`config.mk`:
```
export PLATFORM = sky130hd
export DESIGN_NAME = fifo_burst_packer
export DESIGN_NICKNAME = d
export VERILOG_FILES = /design/src/rtl/fifo_burst_packer.sv
export SDC_FILE = /design/constraint.sdc
export NUM_CORES = 1
export LEC_CHECK = 0
export CORE_MARGIN = 1.5
export CORE_UTILIZATION = 31
export DETAILED_ROUTE_END_ITERATION = 16
export GPL_ROUTABILITY_DRIVEN = 0
export GPL_TIMING_DRIVEN = 0
export PLACE_DENSITY = 0.52
export SLEW_MARGIN = 10
export SYNTH_ARGS = -nofsm -noshare
export SYNTH_HDL_FRONTEND = slang
export SYNTH_SLANG_ARGS = --single-unit
```
`constraint.sdc`:
```
create_clock -name clock -period 10.9 [get_ports clock]
set_input_delay 2.18 -clock clock [delete_from_list [all_inputs] [get_ports clock]]
set_output_delay 2.18 -clock clock [all_outputs]
set_load 0.02 [all_outputs]
```
`src/rtl/fifo_burst_packer.sv`:
```
// Packs FWFT FIFO words into length-tagged bursts that never cross a BURST-aligned offset.
// Define FLUSH_TIMEOUT_EN to flush partial bursts after TIMEOUT idle cycles.

module fifo_burst_packer #(
    parameter int NBITS   = 64,
    parameter int BURST   = 16,
    parameter int TIMEOUT = 255
) (
    input  logic                   clock,
    input  logic                   reset,
    input  logic                   enable,
    input  logic [NBITS-1:0]       f_data,
    input  logic                   f_valid,
    output logic                   f_read,
    output logic                   t_req,
    input  logic                   t_ack,
    output logic [$clog2(BURST):0] t_len,
    output logic [31:0]            t_offset,
    output logic [NBITS-1:0]       t_data,
    output logic                   t_valid,
    output logic                   busy
);

    localparam int LW = $clog2(BURST);
    localparam int CW = LW + 1;

    if (NBITS < 1 || NBITS > 72 || BURST < 2 || BURST > 32 ||
        (BURST & (BURST - 1)) != 0 || TIMEOUT < 1 || TIMEOUT > 65535) begin : g_bad_param
        $error("fifo_burst_packer: parameter out of range");
    end

    typedef enum logic [1:0] {
        S_FILL,
        S_REQ,
        S_SEND
    } state_t;

    state_t            state_q, state_d;
    logic [CW-1:0]     n_q, n_d;
    logic [CW-1:0]     i_q, i_d;
    logic [CW-1:0]     len_q, len_d;
    logic [31:0]       offset_q, offset_d;
    logic [NBITS-1:0]  tdat_q, tdat_d;
    logic              tval_q, tval_d;
    logic              treq_q, treq_d;
    logic [NBITS-1:0]  buf_q [BURST];
    logic [CW-1:0]     limit;
    logic [CW-1:0]     n_inc;
`ifdef FLUSH_TIMEOUT_EN
    logic [15:0]       idle_q, idle_d;
`endif

    // Words left before the next BURST-aligned boundary.
    assign limit = CW'(BURST) - {1'b0, offset_q[LW-1:0]};
    assign n_inc = n_q + CW'(1);

    assign f_read = (state_q == S_FILL) & f_valid & enable & (n_q < limit);

    assign t_req    = treq_q;
    assign t_len    = len_q;
    assign t_offset = offset_q;
    assign t_data   = tdat_q;
    assign t_valid  = tval_q;
    assign busy     = (state_q != S_FILL) | (n_q != '0);

    always_comb begin
        state_d  = state_q;
        n_d      = n_q;
        i_d      = i_q;
        len_d    = len_q;
        offset_d = offset_q;
        tdat_d   = tdat_q;
        tval_d   = 1'b0;
`ifdef FLUSH_TIMEOUT_EN
        idle_d   = idle_q;
`endif
        unique case (state_q)
            S_FILL: begin
                if (f_read) begin
                    n_d = n_inc;
`ifdef FLUSH_TIMEOUT_EN
                    idle_d = '0;
`endif
                    if (n_inc == limit) begin
                        state_d = S_REQ;
                        len_d   = n_inc;
                    end
                end else if (!enable && n_q != '0) begin
                    state_d = S_REQ;
                    len_d   = n_q;
                end
`ifdef FLUSH_TIMEOUT_EN
                else if (n_q != '0) begin
                    idle_d = idle_q + 16'd1;
                    if (idle_d == 16'(TIMEOUT)) begin
                        state_d = S_REQ;
                        len_d   = n_q;
                        idle_d  = '0;
                    end
                end
`endif
            end
            S_REQ: begin
                if (t_ack) begin
                    state_d = S_SEND;
                    tval_d  = 1'b1;
                    tdat_d  = buf_q[0];
                    i_d     = CW'(1);
                end
            end
            S_SEND: begin
                if (i_q == len_q) begin
                    state_d  = S_FILL;
                    offset_d = offset_q + 32'(len_q);
                    n_d      = '0;
`ifdef FLUSH_TIMEOUT_EN
                    idle_d   = '0;
`endif
                end else begin
                    tval_d = 1'b1;
                    tdat_d = buf_q[i_q[LW-1:0]];
                    i_d    = i_q + CW'(1);
                end
            end
            default: state_d = S_FILL;
        endcase
        treq_d = (state_d == S_REQ);
    end

    always_ff @(posedge clock) begin
        if (reset) begin
            state_q  <= S_FILL;
            n_q      <= '0;
            i_q      <= '0;
            len_q    <= '0;
            offset_q <= '0;
            tdat_q   <= '0;
            tval_q   <= 1'b0;
            treq_q   <= 1'b0;
`ifdef FLUSH_TIMEOUT_EN
            idle_q   <= '0;
`endif
        end else begin
            state_q  <= state_d;
            n_q      <= n_d;
            i_q      <= i_d;
            len_q    <= len_d;
            offset_q <= offset_d;
            tdat_q   <= tdat_d;
            tval_q   <= tval_d;
            treq_q   <= treq_d;
`ifdef FLUSH_TIMEOUT_EN
            idle_q   <= idle_d;
`endif
        end
    end

    // Buffer contents need no reset: n gates what is ever sent.
    always_ff @(posedge clock) begin
        if (!reset && f_read) begin
            buf_q[n_q[LW-1:0]] <= f_data;
        end
    end

endmodule

```
Word level (Yosys, flattened, before mapping) --
Memories as Yosys holds them, arrays and structs flattened. A register that Yosys moved wholly into a read port is not among the register bits. Index checks and enable logic that the tools add are counted.
Storage, ports and cells: input bits 69, memories kept 1, register bits after elaboration 115, output and inout port bits 105, memory bits (writable) 1024
Memory list:
- buf_q | depth 16, bits a word 64, rd ports 2, clocked after Yosys merged registers in 1, wr ports 1, RTL line 46 | logic [NBITS-1:0] buf_q [BURST];
Cells by class: reduce and logical (&&, ||, !) cells 14, order comparisons 1, mux-type cells 25, bitwise operators 4, eq/ne operators 10, add/sub/neg operators 4
Operators by type and width (number):
- $mux 64 | 2
- $pmux 64 s2 | 1
- $mux 5 | 7
- $add 32x5->32 | 1
- $pmux 5 s2 | 2
- $add 5x1->5 const B | 2
- $eq 5x5->1 | 2
- $mux 2 | 5
- $reduce_and 3->1 | 3
- $mux 4 | 2
- $ne 2x2->1 const B | 4
- $reduce_bool 2->1 | 4
- $pmux 2 s3 | 1
- $lt 5x5->1 | 1
- $reduce_bool 5->1 | 1
- $sub 5x4->5 const A | 1
- $eq 2x1->1 const B | 2
- $mux 1 | 4
- $and 1x1->1 | 3
- $eq 2x2->1 const B | 1
- $logic_and 1x1->1 | 2
- $logic_not 1->1 | 2
- $logic_not 2->1 | 1
- $ne 2x1->1 const B | 1
- 3 further kinds | 3

Logic depth before layout (Yosys ltp) --
Gate-level depths: netlist of run 1.
depth after elaboration 7, mapped depth 11

Least setup slack after synthesis of run 1 --
No wires, ideal clock.
path kind input to register, start point input port reset, end point memory buf_q[15][0] (enable), buffers on the path 1, slack 3.314 ns, data arrival time 7.021 ns, library setup time 0.565 ns, stages 4, data required time 10.335 ns, cells stage by stage clkbuf_1 > clkinv_1 > nand2_1 > nor3_1
On the way: longest elaborated chain between the ends 4
Ends and longest elaborated chain:
- start, declared | RTL line 10 | input logic reset,
- $logic_not 1->1 | RTL line 160 | if (!reset && f_read) begin
- $logic_and 1x1->1 | RTL line 160
- $mux 1 | RTL line 160
- $mux 1 (implied by the code) | RTL line 161 | buf_q[n_q[LW-1:0]] <= f_data;
- end, declared | RTL line 46
No other way between the ends.

Worst setup path in the final report of run 1 --
start point input port enable, end point output port f_read
On the way: longest elaborated chain between the ends 2
Ends and longest elaborated chain:
- start, declared | RTL line 11 | input logic enable,
- $and 1x1->1 (2 in series) | RTL line 57 | assign f_read = (state_q == S_FILL) & f_valid & enable & (n_q < limit);
- end, declared | RTL line 14 | output logic f_read,
No other way between the ends.

==> results.cfg, run 1 <==
[yosys]
post_synth_main_area_contributors = sky130_fd_sc_hd__edfxtp_1 (70%), sky130_fd_sc_hd__mux4_2 (16%), sky130_fd_sc_hd__dfxtp_1 (5.4%), sky130_fd_sc_hd__mux2i_1 (1.6%), sky130_fd_sc_hd__a211oi_1 (1.2%)
synth_seq_cells = 1143
mappedNetlistNets = 2168
area_share_of_the_largest_cell_type_after_synthesis_pct = 69.6
synth_edf_count = 1024
synth_sequential_area_ratio_pct = 75.0
yosys.area.top_type = sky130_fd_sc_hd__edfxtp_1
netlist_area_sq_um = 44200
count_leader_synth = sky130_fd_sc_hd__edfxtp_1
synthesis.area_per_instance_sq_um = 21.3
synth.distinct_cells = 60
yosys_warnings = 0
post_syn_instances = 2078
postSynth.topFlopCell = sky130_fd_sc_hd__edfxtp_1
synth-async-reset-ratio_pct = 0
synth.cells.most_frequent = sky130_fd_sc_hd__edfxtp_1 (1024), sky130_fd_sc_hd__mux4_2 (320), sky130_fd_sc_hd__dfxtp_1 (119)

[global_routing]
gr-max-usage-layer = met2
gr-usage-met3_pct = 3.20
grt_util_met2_pct = 27.3
largest_net_degree_at_the_start_of_global_routing = 20
antenna_violations_before_repair = 17
wire_length_of_the_first_global_routing_pass_mm = 167
grt_overflow_total = 0
grt_util_all_layers_pct = 16.1
first_global_vias = 23300
groute.layer.met1.usage_pct = 21.0

[timing]
period_minus_slack_ps = 6550
final.hold.worst_slack_ps = 497
totalNegativeSetupSlack_ps = 0
hold_viol_final = 0
final.setup.worst_slack_ps = 4350
timing.final.crit_share_pct = 60.1
tightest_slew_ps = 1280
setup_viol_count_final = 0
drv_slew = 0
grt_setup_unrepaired = false
finClkSkew_ps = 38.2
slew_headroom_pct = 15.0
max_clock_freq_mhz = 153

[clock_tree]
cts.root.buffer_cell = sky130_fd_sc_hd__clkbuf_16
cts_inserted_buffers = 116
cts_tree = built
post_cts_hold_buffer_count = 0
total_setup_buffers_inserted_after_cts = 0
clock_insertion_delay_worst_skew_ps = 740
cts.sinks = 1143
deepest_clock_path_buffer_count = 3
postCtsResizedCells = 0
clkTransAtPathRegs_ps = 50
htree_num_levels = 3

[run]
cap_viol_max_count = 0

[power]
clock_power_share_pct = 39.9
seq_power_share_pct = 51.0
power.internal_uw = 7380
power_frac_comb_pct = 9.1
power.static_leakage_uw = 0.0159
worst_ir_drop_vdd_v = 0.000124
swShare_pct = 22.9
p_sw_uw = 2200
power_density_over_cell_area_nw_per_um2 = 180

[final_layout]
post_route_cells_drive_above_1_share_pct = 24.5
layout_area_growth_over_synthesis_pct = 20.4
final_area_sq_um = 53200
final_net_count = 2539

[min_path]
hold_path_depth = 2
holdCritPathClass = reg2reg

[floorplanning]
placement_rows = 138
start_util_pct = 31.2
num_ports = 174
floorplan.die.width_um = 380
fp.dieH_um = 380
die_area_sq_um = 145000
design.core.area_sq_um = 141000

[worst_setup_path]
critical-path-max-stage-delay_ps = 670
critical_path.top_delay_family = buffers and inverters
endpoint_kind = primary output
worst-endpoint-arrival_ps = 4370
critPathMostFrequentCell = sky130_fd_sc_hd__clkdlybuf4s50_1
worst-path-buf-inv = 3
timing.critical_path.cells = clkdlybuf4s50_1, and4b_1, nand2_1, inv_1, clkdlybuf4s50_1
crit_path_required_time_ps = 8720
worstSetupPathType = in2out
worst-path-stages = 5
ff2ff_path_depth = 13
crit_fanout = 10
cp_slowest_cell = sky130_fd_sc_hd__clkdlybuf4s50_1
start_kind = input pin

[route]
totalWireLength_mm = 118
dr_drc_count = 0
vias = 22300
firstDrtPassIters = 5
post_drt_via_cell_ratio = 5.02
detail_route.wl_per_cell_um = 26.6
detail_route.iter0.violations = 2016
antenna_violating_nets_post_route = 0

[placement]
pre_cts_ws_ps = 4390
post_dp_cell_area_sq_um = 49500
place.port_buffers = 173
post-dp-hpwl_mm = 76.7

[status]
run_status = finished, final reports clean
-- cells in the final DEF (no fill, tap or decap), types with 19 or more instances in the layout --
| master | instances |
|---|---|
| sky130_fd_sc_hd__a21oi_1 | 24 |
| sky130_fd_sc_hd__clkbuf_16 | 116 |
| sky130_fd_sc_hd__clkdlybuf4s50_1 | 173 |
| sky130_fd_sc_hd__nor2_1 | 103 |
| sky130_fd_sc_hd__a211oi_1 | 69 |
| sky130_fd_sc_hd__dfxtp_1 | 119 |
| sky130_fd_sc_hd__nand2_1 | 27 |
| sky130_fd_sc_hd__ha_1 | 20 |
| sky130_fd_sc_hd__edfxtp_1 | 1024 |
| sky130_fd_sc_hd__buf_12 | 31 |
| sky130_fd_sc_hd__mux2i_1 | 70 |
| sky130_fd_sc_hd__buf_4 | 40 |
| sky130_fd_sc_hd__buf_1 | 23 |
| sky130_fd_sc_hd__inv_1 | 21 |
| sky130_fd_sc_hd__clkbuf_1 | 87 |
| sky130_fd_sc_hd__buf_2 | 33 |
| sky130_fd_sc_hd__clkinv_2 | 19 |
| sky130_fd_sc_hd__mux4_2 | 320 |
| sky130_fd_sc_hd__clkinv_1 | 21 |
| sky130_fd_sc_hd__o21ai_0 | 20 |
-- worst paths after layout --
| path | start | end | slack (ps) |
|---|---|---|---|
| max | enable | f_read | 4350 |
| min | t_data[12]$_SDFFE_PP0P_ | t_data[12]$_SDFFE_PP0P_ | 500 |
| max reg2reg | t_offset[1]$_SDFFE_PP0P_ | buf_q[6][31]$_DFFE_PP_ | 6410 |
| min reg2reg | t_data[12]$_SDFFE_PP0P_ | t_data[12]$_SDFFE_PP0P_ | 500 |
-- layout make-up --
class	count	area (sq um)
fill	12800	88200
sequential	1143	33100
multi-input combinational	800	10600
clock buffer	154	3090
timing repair buffer	253	2900
tap	1890	2360
clock inverter	66	544
buffer	112	472
inverter	23	86.3
antenna	4	10.0
-- routing by layer --
metal | share of wire (%) | vias up
li1 | - | 9447
met1 | 41 | 11900
met2 | 50 | 733
met3 | 6.7 | 178
met4 | 2.0 | 20
met5 | 0.12 | -
-- power by group through the flow --
| stage | clock, uW | sequential, uW | combinational (uW) |
|---|---|---|---|
| after floorplan | 0 | 5010 | 477 |
| after global placement | 0 | 4980 | 863 |
| after detailed placement | 0 | 4980 | 889 |
| after CTS | 3910 | 4880 | 892 |
| after global routing | 4060 | 4890 | 936 |
| final | 3820 | 4880 | 873 |
-- tightest hold or removal path, delay by kind of cell (launching register included) --
| family | cells | cell delay, ps |
|---|---|---|
| DFF | 1 | 300 |
| AOI/OAI and AO/OA | 1 | 50 |
| and+or+nand+nor | 1 | 90 |
-- state kept, by name, summed over array words and instances, names as in the netlist, named ones only --
name	flops
buf_q	1024
t_offset	32
t_len	5
t_valid	1
t_req	1
t_data	64
n_q	5
state_q	2
i_q	5
-- metrics by stage --
step / total power (uW) / util, % / std cells
floorplan: 5480 / - / 2078
global placement: 5840 / 34.1 / 4141
detailed placement: 5870 / 35.0 / 4221
CTS: 9690 / 37.6 / 4441
global route: 9890 / 37.6 / 4442
finish: 9580 / 37.6 / 4445
-- cell families after synthesis --
family	share of synthesized area, %
DFF	75.0
buffers and inverters	1.26
adders and majority gates	0.612
and+or+nand+nor	2.33
AOI/OAI and AO/OA	2.23
xor gates and xnor gates	0.623
muxes	17.9
Note: power is estimated with default switching activity, not from simulation.
==> run 2: changes to the inputs <==
--- a/config.mk
+++ b/config.mk
@@ -10,7 +10,7 @@
 export DETAILED_ROUTE_END_ITERATION = 16
 export GPL_ROUTABILITY_DRIVEN = 0
 export GPL_TIMING_DRIVEN = 0
-export PLACE_DENSITY = 0.52
+export PLACE_DENSITY = 0.54
 export SLEW_MARGIN = 10
 export SYNTH_ARGS = -nofsm -noshare
 export SYNTH_HDL_FRONTEND = slang
==> constraint.sdc (replaced) <==
create_clock -name clock -period 5.93 [get_ports clock]
set_input_delay 1.186 -clock clock [delete_from_list [all_inputs] [get_ports clock]]
set_output_delay 1.186 -clock clock [all_outputs]
set_load 0.02 [all_outputs]
==> run 2 against run 1 <==
  * Wire length is 0.90% lower
  * Register-to-register slack worse by 5100 ps
  * Combinational power is 84% higher
  * First-iteration DRC count is 3.2% higher
  * Sequential share of layout area is 0.53 points lower
  * Global-route usage is 0.060 points lower
  * Via count is 0.47% higher
  * Die area stayed put
  * Clock power is 89% higher
  * Clock-buffer cell count is 3 lower
  * Setup slack worse by 3500 ps
  * Largest cell class unchanged
==> results.cfg, run 2 (synthesis gave the netlist of run 1 again) <==
[status]
run_status = finished, final reports clean

[final_layout]
final_cell_count_no_fill = 4441
largest_register_ffs = 1024
filler_cell_count = 12700
multi_input_comb_area_sq_um = 10600
final_cell_mix = sky130_fd_sc_hd__edfxtp_1 (1024), sky130_fd_sc_hd__mux4_2 (320), sky130_fd_sc_hd__clkdlybuf4s50_1 (173), sky130_fd_sc_hd__dfxtp_1 (119), sky130_fd_sc_hd__clkbuf_16 (114)
final-seq-area_sq_um = 33100
final_net_count = 2543
post_route_cells_drive_above_1_share_pct = 24.7
layout.cells.most_common = sky130_fd_sc_hd__edfxtp_1
layout_area_growth_over_synthesis_pct = 21.4

[worst_setup_path]
start_kind = flip-flop
ff2ff_path_depth = 14
crit_fanout = 10
endpoint_kind = primary output
r2r_setup_slack_ps = 1360
crit_path_required_time_ps = 4740
worstReg2RegEnd = buf_q[7][44]$_DFFE_PP_
worstSetupPathType = reg2out
worst-endpoint-arrival_ps = 3900
source_of_the_worst_register_to_register_timing_path = t_offset[1]$_SDFFE_PP0P_

[timing]
drv_slew = 0
totalNegativeSetupSlack_ps = 0
grt_setup_unrepaired = false
tightest_slew_ps = 1330
timing.final.crit_share_pct = 85.7
max_clock_freq_mhz = 197
hold_viol_final = 0
setup_viol_count_final = 0
final.hold.worst_slack_ps = 496
period_minus_slack_ps = 5080
final.setup.worst_slack_ps = 848
slew_headroom_pct = 11.2
finClkSkew_ps = 34.7

[power]
power.internal_uw = 13800
power.static_leakage_uw = 0.0161
clock_power_share_pct = 40.6
power_frac_comb_pct = 9.0
worst_ir_drop_vdd_v = 0.000253
power_uw = 17800
p_sw_uw = 3990
swShare_pct = 22.4
power_density_over_cell_area_nw_per_um2 = 332
seq_power_share_pct = 50.4

[min_path]
hold_path_startpoint = t_offset[31]$_SDFFE_PP0P_
hold_path_depth = 2
holdCritPathClass = reg2reg
hold_end = t_offset[31]$_SDFFE_PP0P_

[clock_tree]
clkTransAtPathRegs_ps = 70
deepest_clock_path_buffer_count = 3
cts_tree = built
cts.root.buffer_cell = sky130_fd_sc_hd__clkbuf_16
total_setup_buffers_inserted_after_cts = 0
post_cts_hold_buffer_count = 0
clock_insertion_delay_worst_skew_ps = 730
cts.sinks = 1143
cts_inserted_buffers = 112
htree_num_levels = 3
postCtsResizedCells = 0

[placement]
post-dp-hpwl_mm = 77.6
dpl.cell_count = 4229
pre_cts_ws_ps = 987
place.port_buffers = 173

[run]
cap_viol_max_count = 0

[floorplanning]
fp.dieH_um = 380
placement_rows = 138
die_area_sq_um = 145000
start_util_pct = 31.2
floorplan.die.width_um = 380
num_ports = 174
design.core.area_sq_um = 141000

[route]
antenna_violating_nets_post_route = 0
detail_route.wl_per_cell_um = 26.4
totalWireLength_mm = 117
vias = 22400
post_drt_via_cell_ratio = 5.04
detail_route.iter0.violations = 2081
firstDrtPassIters = 5
dr_drc_count = 0

[global_routing]
grt_overflow_total = 0
wire_length_of_the_first_global_routing_pass_mm = 167
largest_net_degree_at_the_start_of_global_routing = 19
first_global_vias = 23500
grt_util_all_layers_pct = 16.0
antenna_violations_before_repair = 17
## run 2: cell types whose count changed in the layout (fill, tap and decap cells not counted), moves of 4 or more
cell	delta
sky130_fd_sc_hd__buf_12	-10
sky130_fd_sc_hd__buf_16	+18
sky130_fd_sc_hd__buf_8	+4
sky130_fd_sc_hd__bufinv_16	+6
sky130_fd_sc_hd__clkinvlp_4	-7
sky130_fd_sc_hd__buf_4	-12
sky130_fd_sc_hd__clkbuf_1	-5
sky130_fd_sc_hd__buf_6	+8
## run 2: power groups by stage
stage	Combinational, uW	Clock (uW)	Sequential (uW)
after floorplan	877	0	9200
after global placement	1590	0	9150
after detailed placement	1640	0	9140
after CTS	1650	7380	8970
after global routing	1730	7660	8980
final	1610	7220	8970
## run 2: routing by layer
metal	track usage, %	part of all wire, %	vias to the layer above
met5	0	0.11	-
li1	-	-	9456
met1	21.0	42	12000
met2	26.4	49	765
met4	4.90	2.3	18
met3	3.81	7.3	166
## run 2: stage by stage
step           cell area, sq um  utilization [%]
2_1_floorplan             44200                -
3_3_place_gp              48300             34.1
3_5_place_dp              49900             35.3
4_1_cts                   53600             37.9
5_1_grt                   53600             37.9
6_report                  53600             37.9
## run 2: final cells by class
class	instances	share of cell area [%]
clock inverters	60	1.26
well taps	1890	4.41
diodes	1	0.00466
flip-flops and latches	1143	61.8
repair buffers	261	6.07
clock buffers	151	5.71
multi-input cells	800	19.7
inverters	23	0.161
plain buffers	112	0.879
## run 2: critical path, stage by stage, from the launching register on
cell and delay, ps:
sky130_fd_sc_hd__dfxtp_1 450, sky130_fd_sc_hd__inv_1 120, sky130_fd_sc_hd__ha_1 330, sky130_fd_sc_hd__inv_1 50
sky130_fd_sc_hd__ha_1 260, sky130_fd_sc_hd__nor2b_1 120, sky130_fd_sc_hd__o21ai_0 220, sky130_fd_sc_hd__a21o_1 260
sky130_fd_sc_hd__nand2_1 320, sky130_fd_sc_hd__inv_1 350, sky130_fd_sc_hd__clkdlybuf4s50_1 680
## run 2: worst max path at each step
stage                                        start                      end  slack, ps  depth (start not counted)
after CTS                 t_offset[1]$_SDFFE_PP0P_                   f_read        840                         10
final                     t_offset[1]$_SDFFE_PP0P_                   f_read        850                         10
after global placement                       reset  buf_q[15][27]$_DFFE_PP_      -8370                          5
after floorplan           t_offset[1]$_SDFFE_PP0P_   buf_q[12][0]$_DFFE_PP_       -960                          9
after detailed placement                     reset  buf_q[14][27]$_DFFE_PP_        990                         10
after global routing      t_offset[1]$_SDFFE_PP0P_                   f_read        590                         10
==> patch 1 (flow settings as in run 1) <==
Build with the macro `FLUSH_TIMEOUT_EN` defined.
--- a/src/rtl/fifo_burst_packer.sv
+++ b/src/rtl/fifo_burst_packer.sv
@@ -1,4 +1,6 @@
 // Packs FWFT FIFO words into length-tagged bursts that never cross a BURST-aligned offset.
 // Define FLUSH_TIMEOUT_EN to flush partial bursts after TIMEOUT idle cycles.
+
+`define FLUSH_TIMEOUT_EN
 
 module fifo_burst_packer #(
Formal check against the unedited RTL: no difference found for any inputs over 4 cycles, from zero or initial values and one cycle with reset high; that may be too few to reach the edited logic, so the function may still have changed.
==> patch 1 against run 1 <==
Synthesized area up 2.3%; design area up 2.4%; register-to-register slack better by 170 ps; total power down 0.24%; count of clock-buffer cells in the layout increased by 8; routed wire length grew 1.8%; sequential cell count grew 16; worst setup slack better by 84 ps; via count grew 4.2%; largest cell class unchanged.
==> patch 1: results (changes against run 1) <==
Run status
The flow ran to the end, and the final reports show no timing, DRC or antenna violations.

Clock network
The H-tree depth is 3 (unchanged). The root cell of the clock tree is clkbuf_16. The buffer depth of the longest clock path is 3 (unchanged). The CTS buffer count is 117 (+0.86%). The post-cts repair resize count is 0 (unchanged). After clock tree synthesis, the clock-pin slew on the worst setup and hold paths is about 60 ps.

Synthesis
The portion of the post-synthesis area used by sequential elements was 74.0% (-0.98 points). The area share of fa/ha/maj cells after synthesis is 0.653% (+0.042 points). The unique cell type count in the Yosys netlist is 54 (-10%). The commonest cells after synthesis are edfxtp_1 (1024), mux4_2 (320), dfxtp_1 (135). The post-synthesis xor/xnor area fraction was 1.01% (+0.38 points).

The net count after synthesis came to 2315 (+6.8%). The post-synthesis compound-gate area fraction is 2.42% (+0.19 points). The proportion of synthesized area in mux cells was 17.3% (-0.58 points). By area the synthesized netlist is led by edfxtp_1 (68%), mux4_2 (16%), dfxtp_1 (6.0%). The average cell area after synthesis came to 20.3 um^2 (-4.4%).

GRT
The fraction of met3 tracks used by global routing came to 3.48% (+0.28 points). The number of antenna violations at the first check in global routing is 19 (+2). The global routing usage summed across all routing layers is 16.2% (+0.098 points).

The via count of the first global-routing pass came to 24422 (+4.9%). The global-route met2 utilization is 27.4% (+0.059 points). The wire length of the first global-routing pass is 172000 um (+2.9%).

The met1 track utilization from global routing is 21.0% (about the same).

Hold path
In this run the most critical hold path is launched from t_offset[4]$_SDFFE_PP0P_. For hold timing, the worst endpoint is t_offset[4]$_SDFFE_PP0P_. The number of cells on the worst hold path came to 2 (unchanged).

STA
The worst setup skew after layout was 37.9 ps (-0.296 ps). The worst slack on hold paths is 497 ps (+0.475 ps). The slew at the pin closest to its max-slew limit came to 1240 ps (-37.7 ps).

Critical path
On the critical path the largest part of the delay comes from buffers and inverters. The maximum net fanout on the critical path is 9 (-1). The data arrival time of the critical path is 4290 ps (-80 ps). The endpoint of the most critical register-to-register path is buf_q[2][18]$_DFFE_PP_.

The biggest cell delay along the critical path is 720 ps (+50 ps). The startpoint identified for the worst register-to-register timing path is t_offset[1]$_SDFFE_PP0P_. The register-to-register setup slack is 6580 ps (+170 ps).

Power
The leakage power figure is 16.3 nW (+2.5%). The peak supply drop is 0.000114 V (-8.3%).

Cells and area
The layout cell share with drive strength beyond 1 is 23.3% (-1.3 points). The number of nets in the layout is 2690 (+5.9%). The final cell count without fillers is 4604 (+3.6%).

Routing
The first-pass iteration count of the detailed router is 7 (+2). The uppermost layer routed is met5. The number of DRC markers in iteration 0 came to 1955 (-3.0%).

The routed wire length came to 120000 um (+1.8%). The detailed-routed wire length on met2 is 59800 um (+1.5%). The detailed route wirelength on metal3 was 7620 um (-3.8%). The met1 wire length is 50100 um (+2.6%).

The number of vias per cell after detailed routing is 5.05 (+0.64%).

Placed design
The number of buffers inserted by port buffering was 172 (-0.58%). The detailed placer's ending HPWL is 79000 um (+3.0%). The number of placed instances, taps included is 4382 (+3.8%).
==> patch 1: how the worst max path moves through the flow <==
stage / startpoint / to / slack, ps
floorplan: enable / buf_q[13][0]$_DFFE_PP_ / 3010
global placement: enable / buf_q[13][21]$_DFFE_PP_ / -4300
detailed placement: enable / f_read / 4450
CTS: enable / f_read / 4440
global route: enable / f_read / 4390
finish: enable / f_read / 4430
==> patch 1: metrics by stage <==
step	cell area, um^2	worst slack, ps
floorplan	45200	3010
global placement	49300	-4300
detailed placement	50700	4450
CTS	54400	4440
global route	54400	4390
finish	54500	4430
==> patch 1: power breakdown <==
part	switching (mW)	internal, mW	total (mW)
Combinational	0.405	0.328	0.733
Sequential	0.0445	4.88	4.92
Clock	1.67	2.23	3.90
==> patch 1: layout make-up <==
type                       instances  area [um^2]
fill                           12947        89700
sequential                      1159        33500
multi-input combinational        913        11200
clock buffer                     162         3220
timing repair buffer             256         3040
tap                             1903         2380
buffer                           122          502
clock inverter                    57          497
inverter                          29          109
antenna                            3         7.51
==> patch 2 (settings of run 1) <==
Without the edit above. `tdat_q` no longer has a reset.
--- a/src/rtl/fifo_burst_packer.sv
+++ b/src/rtl/fifo_burst_packer.sv
@@ -135,5 +135,4 @@
             len_q    <= '0;
             offset_q <= '0;
-            tdat_q   <= '0;
             tval_q   <= 1'b0;
             treq_q   <= 1'b0;
@@ -147,5 +146,4 @@
             len_q    <= len_d;
             offset_q <= offset_d;
-            tdat_q   <= tdat_d;
             tval_q   <= tval_d;
             treq_q   <= treq_d;
@@ -154,4 +152,8 @@
 `endif
         end
+    end
+
+    always_ff @(posedge clock) begin
+        tdat_q <= tdat_d;
     end
 
Formal check against the unedited RTL: differs if reset is asserted again (counterexample within 4 cycles, from zero or initial values and one cycle with reset high); with reset held inactive, the same outputs for 4 cycles.
==> patch 2 against run 1 <==
Sequential cell count did not move; synthesized area is 0.15% higher; first-iteration DRC count grew 7.6%; combinational power down 16%; highest routed layer unchanged; routed wire length is 5.0% lower; via count decreased by 4.1%; largest cell class unchanged; non-clock buffer count shrank 11; largest power group unchanged; worst setup slack worse by 22 ps; fmax is 0.33% lower; total power fell by 2.3%; design area up 0.66%; worst hold slack got worse by 0.91 ps; sequential share of layout area up 0.79 points.
==> patch 2: results (changes against run 1) <==
STA
The number of setup violations in the final report is 0 (unchanged). The max-slew headroom at the worst pin came to 23.1% (+8.1 points). The worst setup skew after layout came to 20.4 ps (-17.8 ps).

The worst slack on hold paths was 496 ps (-0.906 ps).

Routing
The final routed wire length divided by cell count is 26.1 um (-1.7%). The number of vias per cell after detailed routing is 4.98 (-0.74%). The number of DRC markers in iteration 0 is 2169 (+7.6%). The first-pass iteration count of the detailed router is 7 (+2).

Clock network
The CTS buffer count was 119 (+2.6%). Clock-pin slew was measured on the worst setup and hold paths at about 60 ps. The H-tree depth was 3 (unchanged).

The post-cts repair resize count came to 0 (unchanged). The clock latency on the worst-skew pair is 700 ps (-40 ps). The buffer depth of the longest clock path is 3 (unchanged).

Cells and area
The layout cell share with drive strength beyond 1 was 28.4% (+3.9 points). The number of fillers in the final layout is 12727 (-0.24%). The final cell count without fillers is 4294 (-3.4%). The number of nets in the layout is 2402 (-5.4%). The area overhead of the layout relative to synthesis is 21.0%.

The number of flip-flops under the largest register name is 1024 (unchanged).

Critical path
The cell type group with the largest total delay on the critical path is buffers and inverters. The register-to-register setup slack was 6050 ps (-360 ps). The maximum net fanout on the critical path was 7 (-3).

The data arrival time of the critical path was 4390 ps (+20 ps). The master of the slowest instance on the critical path is clkdlybuf4s50_1. The logic depth of the worst register-to-register path is 14 (+1). In this run the critical register-to-register path is captured at buf_q[1][40]$_DFFE_PP_. The biggest cell delay along the critical path was 740 ps (+70 ps).

Placed design
The number of placed instances, taps included came to 4081 (-3.3%). The worst-case setup slack after placement is 4480 ps (+86.2 ps). The standard cell area after detailed placement is 50000 um^2 (+0.90%). The detailed placer's ending HPWL was 74400 um (-3.0%). The number of buffers inserted by port buffering is 172 (-0.58%).

Synthesis
The portion of the post-synthesis area used by sequential elements came to 76.3% (+1.3 points). Ranked by instance count, the synthesized netlist is headed by edfxtp_1 (1088), mux4_2 (320), mux2_2 (64). The net count after synthesis is 2020 (-6.8%). Yosys attributes the largest share of cell area to edfxtp_1 (74%), mux4_2 (16%), dfxtp_1 (2.5%). The count of flip-flops with a built-in enable after synthesis was 1088 (+6.3%).

The instance count of the mapped netlist is 1930 (-7.1%). The unique cell type count in the Yosys netlist is 52 (-13%).

Power
The peak supply drop is 0.000138 V (+11%). The design internal power is 7.32 mW (-0.83%). The leakage power figure is 16.1 nW (+1.6%).

GRT
The number of antenna violations at the first check in global routing is 19 (+2). The global routing usage summed across all routing layers is 15.4% (-0.74 points). The via count of the first global-routing pass was 22396 (-3.8%). The wire length of the first global-routing pass was 161000 um (-3.5%). The pin count of the biggest net entering global routing is 21 (+5.0%).

Hold path
The worst hold path terminates at t_offset[31]$_SDFFE_PP0P_. In this run the most critical hold path is launched from t_offset[31]$_SDFFE_PP0P_.

Run status
The flow ran to the end, and the final reports show no timing, DRC or antenna violations.
==> patch 2: kinds of logic after synthesis <==
group	Yosys count	synth area share, %
compound gates	77	1.09
xor+xnor	35	0.727
fa+ha+maj	21	0.611
buf+inv	110	1.40
flops	1143	76.3
mux	386	18.0
simple gates	158	1.86
==> patch 2: worst max path at each step <==
stage                                        end  slack (ps)    start  cells after the start
after CTS                                 f_read        4430   enable                      4
after global placement    buf_q[0][39]$_DFFE_PP_       -4860   enable                      5
after global routing                      f_read        4280   enable                      4
after floorplan            buf_q[0][0]$_DFFE_PP_        2820  f_valid                      4
after detailed placement                  f_read        4480   enable                      4
final                                     f_read        4330   enable                      4
==> patch 2: tightest hold or removal path: cells and delay by family, from the launching register on <==
kind	cells	cell delay, ps
compound gates	2	130
flops	1	320
==> patch 2: cell type report <==
| type | instances | area share, % |
|---|---|---|
| Sequential cell | 1143 | 63.1 |
| Multi-Input combinational cell | 677 | 18.6 |
| Timing Repair Buffer | 261 | 6.09 |
| Clock buffer | 151 | 5.91 |
| Tap cell | 1890 | 4.42 |
| Buffer | 93 | 1.04 |
| Clock inverter | 59 | 0.706 |
| Inverter | 17 | 0.119 |
| Antenna cell | 3 | 0.0140 |
==> patch 2: power groups by stage <==
stage	logic, mW	clock network, mW	registers [mW]
5_1_grt	0.788	3.98	4.89
3_5_place_dp	0.749	0	4.98
2_1_floorplan	0.421	0	5.01
6_report	0.736	3.74	4.89
3_3_place_gp	0.713	0	5.00
4_1_cts	0.752	3.83	4.89
==> patch 2: per-layer routing <==
layer	GRT usage [%]	up-vias	wire (um)
li1	-	8967	-
met1	20.8	11527	47900
met2	25.3	681	54500
met3	3.31	184	7580
met4	3.60	20	2030
met5	0	-	122
